$ cat src/rtl/rst_seq_pkg.sv
// rst_seq_pkg: state encoding and shared widths for the reset sequencer.
package rst_seq_pkg;
  localparam int LOSS_CNT_W = 8;
  typedef enum logic [2:0] {
    RESET     = 3'd0,
    WAIT_LOCK = 3'd1,
    STRETCH   = 3'd2,
    RELEASE   = 3'd3,
    RUN       = 3'd4
  } state_e;
endpackage

$ cat src/rtl/rst_seq_multi_if.sv
// rst_seq_multi_if: lock/software-reset inputs and domain-reset outputs of the sequencer.
interface rst_seq_multi_if import rst_seq_pkg::*; #(
  parameter int N_LOCK = 2,
  parameter int N_DOM  = 4
) ();
  logic [N_LOCK-1:0]     lock_i;
  logic                  sw_rst_i;
  logic [N_DOM-1:0]      rst_o;
  logic                  all_rdy_o;
  logic [2:0]            state_o;
  logic [LOSS_CNT_W-1:0] loss_cnt_o;
  modport master (output lock_i, sw_rst_i, input rst_o, all_rdy_o, state_o, loss_cnt_o);
  modport slave  (input lock_i, sw_rst_i, output rst_o, all_rdy_o, state_o, loss_cnt_o);
endinterface

$ cat src/rtl/rst_sync_2ff.sv
// rst_sync_2ff: two-flop synchronizer with asynchronous clear.
module rst_sync_2ff (
  input  logic clk_i,
  input  logic clr_i,
  input  logic d_i,
  output logic q_o
);
  logic [1:0] sync_q;
  always_ff @(posedge clk_i or posedge clr_i)
    if (clr_i) sync_q <= 2'b00;
    else sync_q <= {sync_q[0], d_i};
  assign q_o = sync_q[1];
endmodule

$ cat src/rtl/rst_seq_multi.sv
// rst_seq_multi: debounced-lock reset sequencer with stretched, staggered domain release.
// Optional lock-loss counter built when RST_SEQ_LOSS_CNT_EN is defined.
module rst_seq_multi import rst_seq_pkg::*; #(
  parameter int N_LOCK  = 2,
  parameter int N_DOM   = 4,
  parameter int FILT    = 4,
  parameter int STRETCH = 16,
  parameter int STAGGER = 8
) (
  input logic            wb_clk_o,
  input logic            async_rst_o,
  rst_seq_multi_if.slave bus
);
  localparam int FILT_W = $clog2(FILT) + 1;
  localparam int STR_W  = $clog2(STRETCH + 1) + 1;
  localparam int REL_W  = $clog2((N_DOM - 1) * STAGGER + 1) + 1;
  logic [N_LOCK-1:0] lock_s;
  state_e            state_q;
  logic [FILT_W-1:0] filt_q;
  logic [STR_W-1:0]  str_q;
  logic [REL_W-1:0]  rel_q, rel_d;
  logic [N_DOM-1:0]  rst_q, rel_mask;
  logic              rdy_q, lock_all, loss, sw_go, filt_done, str_done, go_rel;
  for (genvar i = 0; i < N_LOCK; i++) begin : g_sync
    rst_sync_2ff u_sync (.clk_i(wb_clk_o), .clr_i(async_rst_o), .d_i(bus.lock_i[i]), .q_o(lock_s[i]));
  end
  assign lock_all  = &lock_s;
  assign loss      = !lock_all && (state_q inside {rst_seq_pkg::STRETCH, RELEASE, RUN});
  assign sw_go     = bus.sw_rst_i && (state_q inside {RELEASE, RUN});
  assign filt_done = state_q == WAIT_LOCK && lock_all && filt_q == FILT_W'(FILT - 1);
  assign str_done  = state_q == rst_seq_pkg::STRETCH && lock_all && !bus.sw_rst_i &&
                     (STRETCH == 0 || str_q == STR_W'(STRETCH - 1));
  assign go_rel    = (filt_done && STRETCH == 0) || str_done || state_q == RELEASE;
  // Cycles since rst_o[0] released; zero on the entry edge itself.
  assign rel_d = (state_q == RELEASE) ? rel_q + 1'b1 : '0;
  always_comb begin
    rel_mask = '1;
    for (int k = 0; k < N_DOM; k++) rel_mask[k] = int'(rel_d) < k * STAGGER;
  end
  always_ff @(posedge wb_clk_o or posedge async_rst_o)
    if (async_rst_o) begin
      state_q <= RESET;
      filt_q  <= '0;
      str_q   <= '0;
      rel_q   <= '0;
      rst_q   <= '1;
      rdy_q   <= 1'b0;
    end else if (loss || sw_go) begin
      state_q <= loss ? WAIT_LOCK : rst_seq_pkg::STRETCH;
      filt_q  <= '0;
      str_q   <= '0;
      rel_q   <= '0;
      rst_q   <= '1;
      rdy_q   <= 1'b0;
    end else if (go_rel) begin
      state_q <= ~|rel_mask ? RUN : RELEASE;
      filt_q  <= '0;
      str_q   <= '0;
      rel_q   <= rel_d;
      rst_q   <= rel_mask;
      rdy_q   <= ~|rel_mask;
    end else if (filt_done) begin
      state_q <= rst_seq_pkg::STRETCH;
      filt_q  <= '0;
      str_q   <= '0;
    end else begin
      case (state_q)
        RESET:                state_q <= WAIT_LOCK;
        WAIT_LOCK:            filt_q  <= lock_all ? filt_q + 1'b1 : '0;
        rst_seq_pkg::STRETCH: str_q   <= bus.sw_rst_i ? '0 : str_q + 1'b1;
        default:              ;
      endcase
    end
  assign bus.rst_o     = rst_q;
  assign bus.all_rdy_o = rdy_q;
  assign bus.state_o   = state_q;
`ifdef RST_SEQ_LOSS_CNT_EN
  logic [LOSS_CNT_W-1:0] loss_q;
  always_ff @(posedge wb_clk_o or posedge async_rst_o)
    if (async_rst_o) loss_q <= '0;
    else if (loss && loss_q != '1) loss_q <= loss_q + 1'b1;
  assign bus.loss_cnt_o = loss_q;
`else
  assign bus.loss_cnt_o = '0;
`endif
endmodule

$ cat src/flat_wrapper.sv
// flat-port wrapper written by rule: the top's interface ports become plain ports
module rst_seq_multi_flat import rst_seq_pkg::*;
#(
  parameter int N_LOCK  = 2,
  parameter int N_DOM   = 4,
  parameter int FILT    = 4,
  parameter int STRETCH = 16,
  parameter int STAGGER = 8
)
  (wb_clk_o, async_rst_o, bus_lock_i, bus_sw_rst_i, bus_rst_o, bus_all_rdy_o, bus_state_o, bus_loss_cnt_o);
  rst_seq_multi_if #(.N_LOCK(N_LOCK), .N_DOM(N_DOM)) bus_i ();
  input logic wb_clk_o;
  input logic async_rst_o;
  input wire logic [$bits(bus_i.lock_i)-1:0] bus_lock_i;
  input wire logic [$bits(bus_i.sw_rst_i)-1:0] bus_sw_rst_i;
  output wire logic [$bits(bus_i.rst_o)-1:0] bus_rst_o;
  output wire logic [$bits(bus_i.all_rdy_o)-1:0] bus_all_rdy_o;
  output wire logic [$bits(bus_i.state_o)-1:0] bus_state_o;
  output wire logic [$bits(bus_i.loss_cnt_o)-1:0] bus_loss_cnt_o;
  assign bus_i.lock_i = bus_lock_i;
  assign bus_i.sw_rst_i = bus_sw_rst_i;
  assign bus_rst_o = bus_i.rst_o;
  assign bus_all_rdy_o = bus_i.all_rdy_o;
  assign bus_state_o = bus_i.state_o;
  assign bus_loss_cnt_o = bus_i.loss_cnt_o;
  rst_seq_multi #(.N_LOCK(N_LOCK), .N_DOM(N_DOM), .FILT(FILT), .STRETCH(STRETCH), .STAGGER(STAGGER)) u_core (.wb_clk_o(wb_clk_o), .async_rst_o(async_rst_o), .bus(bus_i));
endmodule
$ cat config.mk
export PLATFORM = sky130hd
export DESIGN_NAME = rst_seq_multi_flat
export DESIGN_NICKNAME = d
export VERILOG_FILES = /design/src/rtl/rst_seq_pkg.sv /design/src/rtl/rst_seq_multi_if.sv /design/src/rtl/rst_sync_2ff.sv /design/src/rtl/rst_seq_multi.sv /design/src/flat_wrapper.sv
export SDC_FILE = /design/constraint.sdc
export NUM_CORES = 1
export LEC_CHECK = 0
export ABC_AREA = 1
export BUFFER_PORTS_ARGS = -buffer_cell sky130_fd_sc_hd__clkbuf_2
export CAP_MARGIN = 10
export CORE_MARGIN = 4
export CORE_UTILIZATION = 30
export DETAILED_ROUTE_END_ITERATION = 12
export SYNTH_ARGS = -nofsm -noshare
export SYNTH_HDL_FRONTEND = slang
export SYNTH_HIERARCHICAL = 1
export SYNTH_SLANG_ARGS = --single-unit
$ cat constraint.sdc
create_clock -name wb_clk_o -period 3.4 [get_ports wb_clk_o]
set_clock_uncertainty 0.2 [all_clocks]
set_input_delay 0.34 -clock wb_clk_o [delete_from_list [all_inputs] [get_ports wb_clk_o]]
set_output_delay 0.34 -clock wb_clk_o [all_outputs]
set_load 0.02 [all_outputs]
==> summary by stage <==
Power and ir drop
The clock network power share is 16.5%. The combinational group share of total power is 41.6%. Summed over all nets, the switching power comes to 0.480 mW. Internal power comes to 0.611 mW.

The leakage power summed over all cells is 0.889 nW. IR analysis of the VDD net gives a maximum drop of 316 uV. The total power divided by cell area is 648 mW/mm^2. The net switching share of the total power is 44.0%. Per report_power, the sequential group accounts for a little over two fifths of the total.

Critical path
The slowest library cell on the worst path is sky130_fd_sc_hd__dfrtp_1. The critical path class is reg -> reg. The worst endpoint data arrival time is 1.98 ns.

The critical path goes through ha_1 > nand3_1 > nor2_1 > nand2_1 > nand2_1 > nor2_4 > nand2_2 > a21oi_1. The most frequent cell on the critical path is sky130_fd_sc_hd__nand2_1. The type of element capturing the critical path is a register.

At the worst endpoint, the required time is 3.39 ns. The critical path buffer and inverter count is 0. Broken down by cell family, the worst path's largest delay share belongs to simple AND/OR/NAND/NOR gates. The kind of launch point of the worst setup path is a register. The critical path's largest stage delay is between 0.4 and 0.5 ns. Of all nets on the critical path, the largest fanout is 7.

Routing
Once detail routing completed, the nets flagged for antenna violations numbered 0. Dividing the detail-routed via count by the number of cells gives between 4 and 5. Summed over all layers, the routed wires come to 2960 um. Dividing the detail-routed wire length by the instance count gives 10.5 um.

The remaining routing DRC violations is 0. The pre-antenna-repair detailed-routing pass consisted of 5 iterations. Across all layers, the routed design uses 1243 vias. The DRC marker count from the first detailed-route iteration is 76.

Layout
The core occupancy in the finished layout is 34.9%. The antenna diode instance count is 0. Of the cells placed in the final design, the portion with a size suffix greater than 1 is around 15%. The area of all placed cells without fillers is between 0.0015 and 0.002 mm^2. The area growth from synthesis to layout is 11.2%.

The number of nets in the finished design is between 200 and 250. Once layout is complete, the cells apart from fillers number ~280.

Place
Detailed placement finished with a half-perimeter wire length of 2190 um. The total cell area at the placement stage is roughly 0.0016 mm^2. The global placement routability congestion is 0.806.

The number of buffers added on ports is 12. Before CTS, the worst setup slack after placement is 1.42 ns. The number of cells in the design after placement is around 280.

Die
The floorplan has 25 rows. For this design the top-level I/O count stands at 21. The overall die area is 0.00624 mm^2. The die extent in x is between 70 and 80 um. The y dimension of the die is 79.0 um. The effective utilization at floorplan is a little under a third. The area of the placeable core is ~0.0048 mm^2.

Synthesis
The fraction of synthesized cell area in xor and xnor cells is 0%. After synthesis the netlist holds a flip-flop and latch count of 27. The portion of synthesized area spent on multiplexers is 0%.

The share of the Yosys chip area taken by registers is 45.0%. The share of the synthesized area in compound gates (AO/OA/AOI/OAI) is 7.11%. After synthesis, the largest family of logic cells by area is simple AND/OR/NAND/NOR gates. Counting distinct cell types in the post-synthesis netlist gives 23. The cell area after synthesis is 0.00151 mm^2. Summing the areas of all and, or, nand and nor instances in the mapped netlist gives 32.9% of the synthesized area. The gate count after technology mapping is a little under 200. The per-instance average area after synthesis is 7.60 um^2.

For this run, the number of Yosys warnings is 6. After Yosys synthesis, full adders, half adders and majority gates account for 3.31% of the synthesized area.

Timing
The number of max-slew violations in the final report is 0. Adding up every negative setup slack in the final design gives 0 ns. Setup violations remaining at the end of the flow were counted as 0. Setup repair after global routing left no endpoint under its margin. For the pin with the worst max-slew slack, the measured transition is between 0.8 and 0.9 ns. The smallest clock period supported by the final layout is computed as roughly 2 ns.

The portion of the clock cycle consumed by the worst path in the final layout is roughly 60%. The highest attainable clock frequency is 502 MHz. The worst pin sits at a relative slew slack of between 40% and 50%. The setup slack after layout is 1.41 ns. The hold violation count in the final report is 0.

Global routing
The largest net degree at the start of global routing is 24. The number of global-route vias before repair is 1222. The initial antenna violation count is 0.

The first global-routing pass estimated 5440 um of wire. The total overflow left after global routing is 0. Global routing consumed, over all layers together, 10.7% of the routing resources.

Clock tree
The number of resized instances in the post-cts repair step is 0. No sink is reached through more buffers than the 2 on the longest clock path. Clock-pin slew was measured on the worst setup and hold paths at 0.09 ns.

The root buffer cell is sky130_fd_sc_hd__clkbuf_8. In this run the number of H-tree levels came out at 1. The clock latency reported for the late side of the worst-skew pair is 0.27 ns.

The clock tree from TritonCTS is done. The total number of clock tree sinks is 27. The number of hold buffers added after CTS was 3. In this run, CTS created clock tree buffers numbering 3. Post-CTS timing repair inserted 0 buffers for setup.

Status
The run finished with clean final reports.

Min path
The path class of the tightest hold or removal check is reg -> reg.

Job
Across the run, the number of max-cap violations was 0.
routing by layer:
metal / vias to the layer above / wire length (um) / global-route usage (%)
li1: 655 / - / -
met4: 0 / 19 / 2.92
met2: 36 / 1260 / 16.2
met5: - / 0 / 0
met3: 2 / 159 / 1.93
met1: 550 / 1530 / 15.7
cell usage in the layout, fill, tap and decap left out:
| cell type | instances |
|---|---|
| sky130_fd_sc_hd__nand2_1 | 53 |
| sky130_fd_sc_hd__nand3_1 | 24 |
| sky130_fd_sc_hd__dfrtp_1 | 23 |
| sky130_fd_sc_hd__inv_1 | 22 |
| sky130_fd_sc_hd__nor2_1 | 19 |
| sky130_fd_sc_hd__clkbuf_2 | 12 |
| sky130_fd_sc_hd__conb_1 | 8 |
| sky130_fd_sc_hd__o21ai_1 | 6 |
| sky130_fd_sc_hd__a21oi_1 | 6 |
| sky130_fd_sc_hd__nand4_1 | 5 |
| sky130_fd_sc_hd__o21ai_0 | 4 |
| sky130_fd_sc_hd__inv_2 | 4 |
| sky130_fd_sc_hd__ha_1 | 4 |
| sky130_fd_sc_hd__dfstp_2 | 4 |
| sky130_fd_sc_hd__clkbuf_8 | 3 |
| sky130_fd_sc_hd__dlygate4sd3_1 | 3 |
| sky130_fd_sc_hd__nor2_2 | 3 |
| sky130_fd_sc_hd__nand2_2 | 3 |
| sky130_fd_sc_hd__o22ai_1 | 2 |
| sky130_fd_sc_hd__clkbuf_1 | 1 |
| sky130_fd_sc_hd__nand3_2 | 1 |
| sky130_fd_sc_hd__nor2_4 | 1 |
| sky130_fd_sc_hd__a22oi_1 | 1 |
| sky130_fd_sc_hd__nor3_2 | 1 |
| sky130_fd_sc_hd__nand3b_1 | 1 |
| sky130_fd_sc_hd__o211ai_1 | 1 |
power groups by stage:
stage,Clock [mW],Combinational [mW],Sequential (mW)
floorplan,0,0.335,0.483
global placement,0,0.450,0.464
detailed placement,0,0.452,0.464
CTS,0.188,0.456,0.457
global route,0.200,0.523,0.471
finish,0.180,0.454,0.456
cell families after synthesis:
group / count (synthesis)
AND/OR/NAND/NOR: 111
other: 1
buffers and inverters: 36
adder cells (fa/ha/maj): 4
AO/OA/AOI/OAI: 20
flip-flops: 27
cells in the mapped netlist, drive strengths merged:
cell	number	area, um^2
nand2	56	218
a22oi	1	7.51
nand4	5	31.3
o211ai	1	7.51
dfrtp	23	576
ha	4	50.1
inv	26	97.6
nor3	1	10.0
dfstp	4	105
o21ai	10	50.1
nor2	23	101
a21oi	6	30.0
nand3b	1	7.51
nand3	25	130
o22ai	2	12.5
buf	10	75.1
conb	1	3.75
registers in the layout, indices dropped and copies added (netlist names):
register / count
u_core/bus.all_rdy_o: 1
u_core/bus.rst_o: 4
u_core/bus.state_o: 3
u_core/filt_q: 3
u_core/g_sync.u_sync/sync_q: 4
u_core/rel_q: 6
u_core/str_q: 6
final timing paths:
check	from	end	slack (ns)	cells after the start
worst max-delay path	u_core/str_q[0]$_DFFE_PP0P_	u_core/str_q[0]$_DFFE_PP0P_	1.41	8
worst min-delay path	u_core/g_sync[1].u_sync/sync_q[0]$_DFF_PP0_	u_core/g_sync[1].u_sync/sync_q[1]$_DFF_PP0_	0.16	0
worst max register to register	u_core/str_q[0]$_DFFE_PP0P_	u_core/str_q[0]$_DFFE_PP0P_	1.41	8
worst min register to register	u_core/g_sync[1].u_sync/sync_q[0]$_DFF_PP0_	u_core/g_sync[1].u_sync/sync_q[1]$_DFF_PP0_	0.16	0
max in group asynchronous	async_rst_o	u_core/rel_q[0]$_DFFE_PP0P_	1.89	3
min in group asynchronous	async_rst_o	u_core/g_sync[1].u_sync/sync_q[1]$_DFF_PP0_	0.25	3
cell type report:
type | count | area (um^2)
multi-input cells | 143 | 686
inverters | 26 | 97.6
clock buffers | 4 | 45.0
flip-flops and latches | 27 | 681
fillers | 520 | 3130
well taps | 67 | 83.8
repair buffers | 15 | 90.1
metrics by stage:
stage,hold slack [ns],power [mW]
2_1_floorplan,-0.119,0.818
3_3_place_gp,-0.000873,0.914
3_5_place_dp,-0.00102,0.915
4_1_cts,0.159,1.10
5_1_grt,0.171,1.19
6_report,0.157,1.09
worst register-to-register path, cell delays in order (launching register included):
cell and delay [ns]:
sky130_fd_sc_hd__dfrtp_1 0.46, sky130_fd_sc_hd__ha_1 0.27, sky130_fd_sc_hd__nand3_1 0.11, sky130_fd_sc_hd__nor2_1 0.05, sky130_fd_sc_hd__nand2_1 0.08, sky130_fd_sc_hd__nand2_1 0.15
sky130_fd_sc_hd__nor2_4 0.24, sky130_fd_sc_hd__nand2_2 0.17, sky130_fd_sc_hd__a21oi_1 0.18
(Power assumes the default switching activity.)
